==> src/rtl/ahb_lite_interconnect.sv <==
// AHB-Lite single-master interconnect: address decode, registered data-phase slave mux,
// built-in default (ERROR) slave and per-slot stall watchdog with sticky fault isolation.
// Latency: zero added cycles for mapped slots; default/aborted transfers complete with a two-cycle ERROR.
// Backpressure: HREADYOUT mirrors the selected slot; a new address phase is accepted only while it is high.
//
// Ports:
//   HCLK, HRESET     bus clock, asynchronous active-high reset
//   HADDR, HTRANS    master address-phase signals
//   HSEL_A           one-hot slot select, combinational from HADDR
//   HREADYOUT_A, HRESP_A, HRDATA_A   per-slot data-phase returns (slot k data at [32k+31:32k])
//   HREADYOUT, HRESP, HRDATA         system data-phase returns to the master
//   FAULT            sticky per-slot timeout flags
//   ERR_COUNT        saturating count of interconnect-generated ERROR completions
module ahb_lite_interconnect #(
  parameter int unsigned DEVICES_EXP = 3,
  parameter int unsigned DEC_LSB     = 24,
  parameter logic [31:0] BASE_TAG    = 32'h0,
  parameter logic [(2**DEVICES_EXP)-1:0] SLOT_EN = '1,
  parameter int unsigned TIMEOUT     = 255
) (
  input  logic                             HCLK,
  input  logic                             HRESET,
  input  logic [31:0]                      HADDR,
  input  logic [1:0]                       HTRANS,
  output logic [(2**DEVICES_EXP)-1:0]      HSEL_A,
  input  logic [(2**DEVICES_EXP)-1:0]      HREADYOUT_A,
  input  logic [(2**DEVICES_EXP)-1:0]      HRESP_A,
  input  logic [(2**DEVICES_EXP)*32-1:0]   HRDATA_A,
  output logic                             HREADYOUT,
  output logic                             HRESP,
  output logic [31:0]                      HRDATA,
  output logic [(2**DEVICES_EXP)-1:0]      FAULT,
  output logic [7:0]                       ERR_COUNT
);

  localparam int unsigned N       = 2**DEVICES_EXP;
  localparam int unsigned TAG_LSB = DEC_LSB + DEVICES_EXP;
  // Stall counter only needs to reach TIMEOUT-1; keep at least one bit when the watchdog is off.
  localparam int unsigned CW      = (TIMEOUT > 0) ? $clog2(TIMEOUT + 1) : 1;
  localparam logic [CW-1:0] TO_C  = CW'(TIMEOUT);

  localparam logic [1:0] ST_DATA = 2'd0;
  localparam logic [1:0] ST_ERR1 = 2'd1;
  localparam logic [1:0] ST_ERR2 = 2'd2;

  logic [1:0]             state_q,   state_d;
  logic [DEVICES_EXP-1:0] dp_idx_q,  dp_idx_d;
  logic                   dp_hit_q,  dp_hit_d;
  logic                   dp_act_q,  dp_act_d;
  logic [CW-1:0]          cnt_q,     cnt_d;
  logic [N-1:0]           fault_q,   fault_d;
  logic [7:0]             err_cnt_q, err_cnt_d;

  logic [DEVICES_EXP-1:0] idx;
  logic                   tag_ok;
  logic                   hit;
  logic [CW-1:0]          cnt_inc;
  logic                   abort;
  logic [31:0]            rdata_arr [N];

  // Low address bits and HTRANS[0] play no part in routing.
  logic unused_bits;
  assign unused_bits = &{1'b0, HADDR[DEC_LSB-1:0], HTRANS[0]};

  // ---------------- address-phase decode ----------------
  assign idx    = HADDR[DEC_LSB +: DEVICES_EXP];
  assign tag_ok = (HADDR[31:TAG_LSB] == BASE_TAG[31-TAG_LSB:0]);
  // A faulted slot drops out of the map so the default slave answers for it.
  assign hit    = tag_ok && SLOT_EN[idx] && !fault_q[idx];

  always_comb begin
    HSEL_A = '0;
    if (hit) HSEL_A[idx] = 1'b1;
  end

  always_comb begin
    for (int k = 0; k < N; k++) rdata_arr[k] = HRDATA_A[32*k +: 32];
  end

  // ---------------- data-phase return mux ----------------
  always_comb begin
    HREADYOUT = 1'b1;
    HRESP     = 1'b0;
    HRDATA    = 32'h0;
    case (state_q)
      ST_DATA: begin
        if (dp_act_q) begin
          if (dp_hit_q) begin
            HREADYOUT = HREADYOUT_A[dp_idx_q];
            HRESP     = HRESP_A[dp_idx_q];
            HRDATA    = rdata_arr[dp_idx_q];
          end else begin
            // Unreachable in practice: an active default phase is loaded straight into ERR1.
            HREADYOUT = 1'b0;
            HRESP     = 1'b1;
          end
        end
      end
      ST_ERR1: begin
        HREADYOUT = 1'b0;
        HRESP     = 1'b1;
      end
      ST_ERR2: begin
        HREADYOUT = 1'b1;
        HRESP     = 1'b1;
      end
      default: ;
    endcase
  end

  // ---------------- watchdog and state ----------------
  // cnt_q holds completed stall cycles; the abort fires in the TIMEOUT-th stall cycle
  // unless the slave raises ready in that same cycle.
  assign cnt_inc = cnt_q + 1'b1;
  assign abort   = (TIMEOUT != 0) && (cnt_inc == TO_C);

  always_comb begin
    state_d   = state_q;
    dp_idx_d  = dp_idx_q;
    dp_hit_d  = dp_hit_q;
    dp_act_d  = dp_act_q;
    cnt_d     = cnt_q;
    fault_d   = fault_q;
    err_cnt_d = err_cnt_q;

    case (state_q)
      ST_DATA: begin
        if (dp_act_q && dp_hit_q && !HREADYOUT_A[dp_idx_q]) begin
          if (abort) begin
            state_d           = ST_ERR1;
            fault_d[dp_idx_q] = 1'b1;
          end else if (TIMEOUT != 0) begin
            cnt_d = cnt_inc;
          end
        end
      end
      ST_ERR1: state_d = ST_ERR2;
      ST_ERR2: begin
        state_d = ST_DATA;
        if (err_cnt_q != 8'hFF) err_cnt_d = err_cnt_q + 8'd1;
      end
      default: state_d = ST_DATA;
    endcase

    // Address-phase capture; HREADYOUT is never high in an abort or ERR1 cycle,
    // so this never collides with the transitions above.
    if (HREADYOUT) begin
      dp_idx_d = idx;
      dp_hit_d = hit;
      dp_act_d = HTRANS[1];
      cnt_d    = '0;
      state_d  = (HTRANS[1] && !hit) ? ST_ERR1 : ST_DATA;
    end
  end

  always_ff @(posedge HCLK or posedge HRESET) begin
    if (HRESET) begin
      state_q   <= ST_DATA;
      dp_idx_q  <= '0;
      dp_hit_q  <= 1'b0;
      dp_act_q  <= 1'b0;
      cnt_q     <= '0;
      fault_q   <= '0;
      err_cnt_q <= 8'h0;
    end else begin
      state_q   <= state_d;
      dp_idx_q  <= dp_idx_d;
      dp_hit_q  <= dp_hit_d;
      dp_act_q  <= dp_act_d;
      cnt_q     <= cnt_d;
      fault_q   <= fault_d;
      err_cnt_q <= err_cnt_d;
    end
  end

  assign FAULT     = fault_q;
  assign ERR_COUNT = err_cnt_q;

endmodule

==> config.mk <==
export PLATFORM = sky130hd
export DESIGN_NAME = ahb_lite_interconnect
export DESIGN_NICKNAME = d
export VERILOG_FILES = /design/src/rtl/ahb_lite_interconnect.sv
export SDC_FILE = /design/constraint.sdc
export NUM_CORES = 1
export LEC_CHECK = 0
export CORE_AREA = 5 5 139 141
export DETAILED_ROUTE_END_ITERATION = 10
export DIE_AREA = 0 0 144 146
export GPL_TIMING_DRIVEN = 1
export PLACE_DENSITY_LB_ADDON = 0.2
export RECOVER_POWER = 50
export SLEW_MARGIN = 40
export SYNTH_ARGS = -nofsm -noshare
export SYNTH_HDL_FRONTEND = slang
export SYNTH_SLANG_ARGS = --single-unit
export TNS_END_PERCENT = 1
==> constraint.sdc <==
create_clock -name HCLK -period 3 [get_ports HCLK]
set_clock_uncertainty 0.1 [all_clocks]
set_input_delay 0.6 -clock HCLK [delete_from_list [all_inputs] [get_ports HCLK]]
set_output_delay 0.6 -clock HCLK [all_outputs]
set_load 0.01 [all_outputs]
**After elaboration in Yosys (flattened, before gate mapping)**

Memory sizes are Yosys's and may differ from the RTL's.
Index checks and enable logic that the tools add are counted.

- Memories: 1
- Word-level logic and storage cells: 76
- Bits in read-only memories: 8
- Input port bits: 308
- Flip-flop bits (word level): 31
- Output and inout bits: 58

Memory list:

| memory | depth | bits a word | rd ports | clocked after memory_dff | write ports | RTL line | text |
|---|---|---|---|---|---|---|---|
| (name not given) | 8 | 1 | 1 | 0 | 0 | 69 | `assign hit = tag_ok && SLOT_EN[idx] && !fault_q[idx];` |

- Bitwise logic cells: 2
- Muxes and demuxes: 33
- Magnitude comparators: 5
- Equality and inequality tests: 7
- $add $sub $neg: 2
- Reduce and logical (&&, ||, !) cells: 19

Operator list:

| kind | count |
|---|---|
| 32-bit two-way mux | 5 |
| 32-bit binary-select mux with 3-bit select | 1 |
| 8-bit two-way mux | 5 |
| 8-bit by 1-bit adder with 8-bit output (second input constant) | 2 |
| 1-bit two-way mux | 11 |
| 1-bit binary-select mux with 3-bit select | 3 |
| 8-bit == test (second input constant) | 1 |
| 3-bit by 4-bit less-than comparator with 1-bit output (second input constant) | 2 |
| 8-bit != test (second input constant) | 1 |
| 8-bit bitwise OR | 1 |
| 1-bit logical AND | 7 |
| 1-bit demux with 3-bit select | 2 |
| 3-bit by 1-bit >= comparator with 1-bit output (second input constant) | 2 |
| 2-bit two-way mux | 3 |
| 3-bit != test (second input constant) | 2 |
| 3-bit AND reduction | 2 |
| 5-bit zero test | 1 |
| 4-bit >= comparator (second input constant) | 1 |
| 3-bit NOT with 4-bit output | 1 |
| 1-bit one-hot mux with 2 select lines | 2 |
| 2-bit one-hot mux with 2 select lines | 1 |
| 2-bit AND reduction | 2 |
| 2-bit nonzero test | 2 |
| 1-bit zero test | 3 |
| 5 further kinds | 5 |

**Longest topological paths before layout**

Gate-level depths: netlist (run 1).

- Depth in word-level cells: 8
- Gate-level depth with buffers: 9

**Worst setup path before layout (run 1)**

OpenSTA, ideal clock, no wires.

- Path kind: input to output
- Start: input port HADDR[24]
- End: output port HSEL_A[4]
- Slack: 439 ps
- Arrival time: 1,861 ps
- Buffers on the path: 1
- Cell stages on the path: 7
- Path through: clkbuf_1 nand2b_1 o32ai_1 nor3_1 and3_1 nand2_1 nor3_1

- Longest elaborated chain between the ends: 5
- Elaborated cells on any way between the ends: 13

RTL lines:

| item | RTL line | text |
|---|---|---|
| from (decl) | 23 | `input logic [31:0] HADDR,` |
| 3-bit by 4-bit less-than comparator with 1-bit output (not written as such), or another cell as far along | 73 | `if (hit) HSEL_A[idx] = 1'b1;` |
| 1-bit logical AND (not written as such) or 1-bit two-way mux (tied branches) | 73, 69 |  |
| 1-bit two-way mux (not written as such), or another cell as far along | 73 |  |
| 1-bit demux with 3-bit select or 1-bit logical AND (tied branches) | 73, 69 |  |
| 8-bit two-way mux (*) | 73 |  |
| to (decl) | 25 | `output logic [(2**DEVICES_EXP)-1:0] HSEL_A,` |

Every way passes the cells marked *; elsewhere a longest branch is shown, timed or not. The select of a mux whose other input is x is not followed.

**Worst setup path after layout (run 1)**

- Start: register dp_idx_q[0]
- End: output port HRDATA[8]

- Longest elaborated chain between the ends: 7

RTL lines:

| item | RTL line | text |
|---|---|---|
| from (decl) | 47 | `logic [DEVICES_EXP-1:0] dp_idx_q, dp_idx_d;` |
| from (signal assigned) | 167 | `dp_idx_q <= dp_idx_d;` |
| 3-bit NOT with 4-bit output (not written as such) | 91 | `HRDATA = rdata_arr[dp_idx_q];` |
| 32-bit binary-select mux with 3-bit select | 91 |  |
| 32-bit two-way mux (not written as such) (2 in a row) | 91 |  |
| 32-bit two-way mux | 88 | `if (dp_hit_q) begin` |
| 32-bit two-way mux | 87 | `if (dp_act_q) begin` |
| 32-bit two-way mux | 85 | `case (state_q)` |
| to (decl) | 31 | `output logic [31:0] HRDATA,` |

No other way between the ends. The select of a mux whose other input is x is not followed.

==> flow_summary.toml, run 1 <==
[setup_path]
reg2reg_depth = 8
reg2reg_slack_ps = 470
r2r-end = "dp_idx_q[1]$_DFFE_PP0N_"
setup.worst_path.class = "flop to output port"
crit_path_start_kind = "flop"
startpoint = "dp_idx_q[0]$_DFFE_PP0N_"
r2r-start = "dp_idx_q[0]$_DFFE_PP0N_"
cp.arrival_ps = 2390
required_ps = 2300
cp_max_fo = 8
end_kind = "output port"

[cts]
cts_tree = "yes"
numCtsBuffers = 5
clkTransAtPathRegs_ps = 50
cts_max_level = 2
insertion_delay_ps = 270
clock_path_buffers = 2
cts_sinks = 31
cts-root-buf = "clkbuf_16"

[timing]
finalHoldViolCount = 0
setup_ws_ps = -85.8
rsz0062_at_grt = "yes"
worstMarginPinSlew_ps = 1730
drv_slew = 32
setup_viol = 5
clock.fmax_mhz = 324
relSlewSlack_pct = -15.1
min_period_over_period_pct = 103
post-route-min-period_ps = 3090
hold_ws_ps = 379

[synthesis]
synth-edff-count = 0
async_flop_share_pct = 100
synth_seq_cells = 31
avgSynthCellArea_um2 = 8.51
synthFlopType = "dfrtp_1"
synth_top_family_by_area = "compound AO/OA/AOI/OAI gates"
synth.mux.area_fraction_pct = 4.26
synth_largest_area_cell = "dfrtp_1"
synthTopCellsByArea = "dfrtp_1 23%, a22oi_1 14%, a221oi_1 8.6%"
synthSimpleGateAreaFrac_pct = 15.0
yosys_warnings = 0
synth.distinct_cells = 52
synth_top_cell_area_share_pct = 23.2
synth_area_um2 = 3340
syn_inst = 393
synthXorXnorAreaFrac_pct = 2.36
synthesis.nets = 708
synth_seq_area_share_pct = 23.2
synthAdderAreaFrac_pct = 2.62
synth_compound_area_share_pct = 45.9

[detailed_routing]
drt-initial-drc-count = 241
via_count = 5056
firstDrtPassIters = 4
drc = 0
wl_per_cell_um = 26.0
finalWirelength_mm = 25.7
viasPerCell = 5.11
ant_nets = 0

[global_routing]
antenna_found_initial = 9
grt_pass1_vias = 5275
track_usage_pct = 22.4
grt_pass1_wl_mm = 35.3
grt_max_degree = 35
overflow = 0

[finish]
final_util_pct = 43.0
area_delta_synth_final_pct = 129
nets = 1068
drive_above_1_share_pct = 14.9

[job]
cap_viol_max_count = 1

[status]
violations = "max-capacitance violations, max-slew violations, negative setup slack"
outcome = "finished with violations"

[pwr]
ir_worst_vdd_v = 0.000487
pwr_density_cell_nw_per_um2 = 565
p_leak_nw = 3.21
finalPower_mw = 4.33

[place]
gp_congestion = 0.873
io_buffer_count = 340
pre_cts_ws_ps = -543
hpwl_mm = 20.9

[die]
initial_core_util_pct = 18.7
coreArea_um2 = 17800
rows = 49
dieArea_um2 = 21000
die_h_um = 146
ios = 366
die_w_um = 144

[hold_path]
worstHoldStart = "FAULT[4]$_DFFE_PP0P_"
hp-class = "flop to flop"
min_to = "FAULT[4]$_DFFE_PP0P_"
hold_depth = 2
-- worst max-delay path, stage by stage (launching register included) --
cell and delay [ps]:
dfrtp_2 470, nor3b_4 320, buf_6 150, a22o_1 130
a221oi_1 40, buf_4 140, a31oi_2 180, buf_4 140
clkdlybuf4s50_1 530
-- power breakdown --
part,switching [mW],leakage [nW],internal (mW)
registers,0.119,0.399,0.502
logic,1.50,2.72,1.55
clock network,0.184,0.0901,0.475
total,1.80,3.21,2.52
-- flip-flops by register name, indices dropped and copies added, names as in the netlist --
signal     flops
cnt_q          8
state_q        2
FAULT          8
dp_hit_q       1
ERR_COUNT      8
dp_act_q       1
dp_idx_q       3
-- placed cells by master (no fill, tap or decap), drive strengths merged, types with 5 or more instances in the layout --
cell type / count
clkdlybuf4s50: 288
a22oi: 64
buf: 57
a31oi: 35
a22o: 33
a221oi: 33
dfrtp: 31
nand2: 24
nor2: 16
dlygate4sd2: 15
dlygate4sd3: 14
dlymetal6s2s: 13
inv: 10
mux2: 8
clkbuf: 8
a21o: 7
ha: 7
o21ai: 7
nand3: 7
nor3: 7
diode: 6
xnor2: 6
a21oi: 6
nand2b: 6
nand3b: 5
nor3b: 5
-- kinds of logic after synthesis --
| kind of cell | Yosys count |
|---|---|
| AOI/OAI and AO/OA | 198 |
| xor gates and xnor gates | 9 |
| buffers and inverters | 48 |
| adders and majority gates | 7 |
| and+or+nand+nor | 88 |
| muxes | 12 |
| DFF | 31 |
-- cell usage after synthesis (all sizes together) (2+ instances only) --
library cell  count
or3               2
nor3              7
and3              3
nand3             7
nor3b             5
o211ai            2
nand3b            5
nand4             4
o31ai             3
inv              10
clkbuf           18
xor2              3
xnor2             6
and2              3
a221oi           33
o21ai             7
nor2             16
nand2b            6
a21o              7
a22o             33
nand2            24
ha                7
dfrtp            31
a21oi             6
buf              20
mux2              8
a31oi            35
a22oi            64
and3b             2
mux2i             3
a211o             2
-- worst max path at each step --
stage | to | slack (ps)
6_report | HRDATA[8] | -90
4_1_cts | HRDATA[8] | -130
3_3_place_gp | HSEL_A[0] | -490
3_5_place_dp | HSEL_A[0] | -540
5_1_grt | HRDATA[8] | -190
2_1_floorplan | HSEL_A[4] | 440
-- cell type report --
class	count	area (um^2)
flip-flops and latches	31	779
well taps	229	287
clock buffers	5	125
multi-input cells	314	2490
diodes	6	15.0
inverters	10	37.5
clock inverters	3	67.6
repair buffers	391	3860
fillers	1759	10200
-- routing by layer --
metal	up-vias	GRT usage, %	part of all wire, %
met5	-	0	0.16
met4	6	6.50	2.4
met3	37	6.11	8.4
met2	184	40.1	52
met1	2485	25.7	37
li1	2344	-	-
-- timing repair --
item | in CTS | in global routing
resized for setup | 66 | 30
buffers inserted | 2 | 3
hold endpoints to repair | 0 | 0
pin swaps | 3 | 4
gates cloned | 0 | 1
hold buffers | 0 | 0
endpoints found under the setup margin | 42 | 28
-- metrics by stage --
stage,setup TNS (ps),cells,instance area (um^2)
floorplan,0,393,3340
global placement,-3910,969,7300
detailed placement,-4210,969,7300
CTS,-1300,979,7530
global route,-983,989,7660
finish,-248,989,7660
Power figures use the tool's default switching activity.
==> run 2: changes to the inputs <==
==> constraint.sdc (replaced) <==
create_clock -name HCLK -period 3 [get_ports HCLK]
set_clock_uncertainty 0.1 [all_clocks]
set_input_delay 0.6 -clock HCLK [delete_from_list [all_inputs] [get_ports HCLK]]
set_output_delay 0.6 -clock HCLK [all_outputs]
set_load 0.05 [all_outputs]
==> flow_summary.toml, run 2 (same netlist as run 1, synthesis figures left out) <==
[status]
outcome = "finished with violations"
violations = "max-capacitance violations, max-slew violations"

[cts]
numCtsBuffers = 5
cts-root-buf = "clkbuf_16"
clock_path_buffers = 2
cts_sinks = 31
clkTransAtPathRegs_ps = 50
cts_max_level = 2
insertion_delay_ps = 280
cts_tree = "yes"

[setup_path]
path_common_cell = "buf_12"
path_buf_inv = 3
cp_max_fo = 25
crit_path_start_kind = "flop"
cp_slowest_cell = "dfrtp_1"
end_kind = "output port"
setup.worst_path.class = "flop to output port"
required_ps = 2300
cp.arrival_ps = 2280
critPathTopFamily = "compound AO/OA/AOI/OAI gates"
critPathMaxStageDelay_ps = 440
crit_chain = "buf_4 -> and3b_2 -> buf_12 -> a22o_1 -> a221oi_1 -> a31oi_1 -> buf_12"

[detailed_routing]
ant_nets = 0
viasPerCell = 5.16
drt-initial-drc-count = 339
wl_per_cell_um = 24.8
wirelength_met1_mm = 8.73
dr_wl_met2_mm = 12.6
finalWirelength_mm = 24.1
firstDrtPassIters = 5
drc = 0
routed.top_layer = "met5"
routed-wl-met3_mm = 2.18
via_count = 5021

[pwr]
pwr_density_cell_nw_per_um2 = 546
finalPower_mw = 4.34
p_leak_nw = 2.99
ir_worst_vdd_v = 0.000530

[timing]
finalHoldViolCount = 0
post-route-min-period_ps = 2980
relSlewSlack_pct = -15.9
worstMarginPinSlew_ps = 1740
clock.fmax_mhz = 335
setup_viol = 0
min_period_over_period_pct = 99.4
drv_slew = 32
rsz0062_at_grt = "yes"

[global_routing]
grt_pass1_wl_mm = 33.6
track_usage_pct = 21.3
grt_max_degree = 35
grt_pass1_vias = 5023
antenna_found_initial = 5
overflow = 0

[finish]
area_delta_synth_final_pct = 137
final_common_cell = "clkdlybuf4s50_1"
stdcell_area_um2 = 7940
drive_above_1_share_pct = 17.1
layout_common_cells = "283 x clkdlybuf4s50_1, 64 x a22oi_1, 48 x buf_12, 33 x a22o_1, 32 x a31oi_1"
fillerInstances = 1724
final_util_pct = 44.5
nets = 1055

[hold_path]
hp-class = "flop to flop"

[die]
die_w_um = 144
rows = 49
ios = 366
coreArea_um2 = 17800
dieArea_um2 = 21000
initial_core_util_pct = 18.7
die_h_um = 146

[place]
hpwl_mm = 19.8
io_buffer_count = 340
postPlaceCellArea_um2 = 7650
gp_congestion = 0.910

[job]
cap_viol_max_count = 1
[run 2: report_power, final]
part / internal, mW / switching, mW
logic: 1.50 / 1.64
clock network: 0.391 / 0.185
registers: 0.497 / 0.124
total: 2.39 / 1.95
[run 2: repair_timing]
action                                 4_1_cts  5_1_grt
hold buffers                                 0        0
setup buffers                                0        2
resized for setup                           22        3
endpoints found under the hold margin        0        0
pin swaps                                    4        7
setup endpoints to repair                   21       37
[run 2: final timing paths]
kind / startpoint / cells after the start / slack, ps / end
max: dp_idx_q[0]$_DFFE_PP0N_ / 7 / 20 / HRDATA[21]
min: FAULT[4]$_DFFE_PP0P_ / 2 / 380 / FAULT[4]$_DFFE_PP0P_
max reg2reg: cnt_q[0]$_DFFE_PP0P_ / 7 / 510 / state_q[1]$_DFFE_PP0P_
min reg2reg: FAULT[4]$_DFFE_PP0P_ / 2 / 380 / FAULT[4]$_DFFE_PP0P_
max in group asynchronous: HRESET / 3 / 500 / dp_idx_q[0]$_DFFE_PP0N_
min in group asynchronous: HRESET / 3 / 1290 / ERR_COUNT[6]$_DFFE_PP0P_
[run 2: worst min-delay path, delay by kind of cell (launching register included)]
| kind | cells | cell delay (ps) |
|---|---|---|
| AND/OR/NAND/NOR | 1 | 50 |
| flip-flops | 1 | 330 |
| buffers and inverters | 1 | 60 |
[run 2: area by class of cell]
| type | instances | area, um^2 | share of cell area [%] |
|---|---|---|---|
| Clock inverter | 3 | 43.8 | 0.552 |
| Antenna cell | 3 | 7.51 | 0.0945 |
| Clock buffer | 5 | 125 | 1.58 |
| Tap cell | 229 | 287 | 3.61 |
| Multi-Input combinational cell | 314 | 2480 | 31.3 |
| Timing Repair Buffer | 378 | 4180 | 52.6 |
| Sequential cell | 31 | 776 | 9.77 |
| Inverter | 10 | 37.5 | 0.473 |
[run 2: metal layers]
layer / global-route usage [%] / vias to the layer above
met5: 0 / -
met3: 6.18 / 38
met4: 6.36 / 4
met2: 37.2 / 233
li1: - / 2312
met1: 24.9 / 2434
[run 2: stage by stage]
stage,setup WS [ps],hold WS [ps],TNS (ps),instances
CTS,-66.8,390,-140,968
floorplan,-350,395,-4190,393
global route,-86.8,418,-752,973
global placement,-210,376,-1250,960
detailed placement,-275,375,-1880,960
finish,16.6,380,0,973
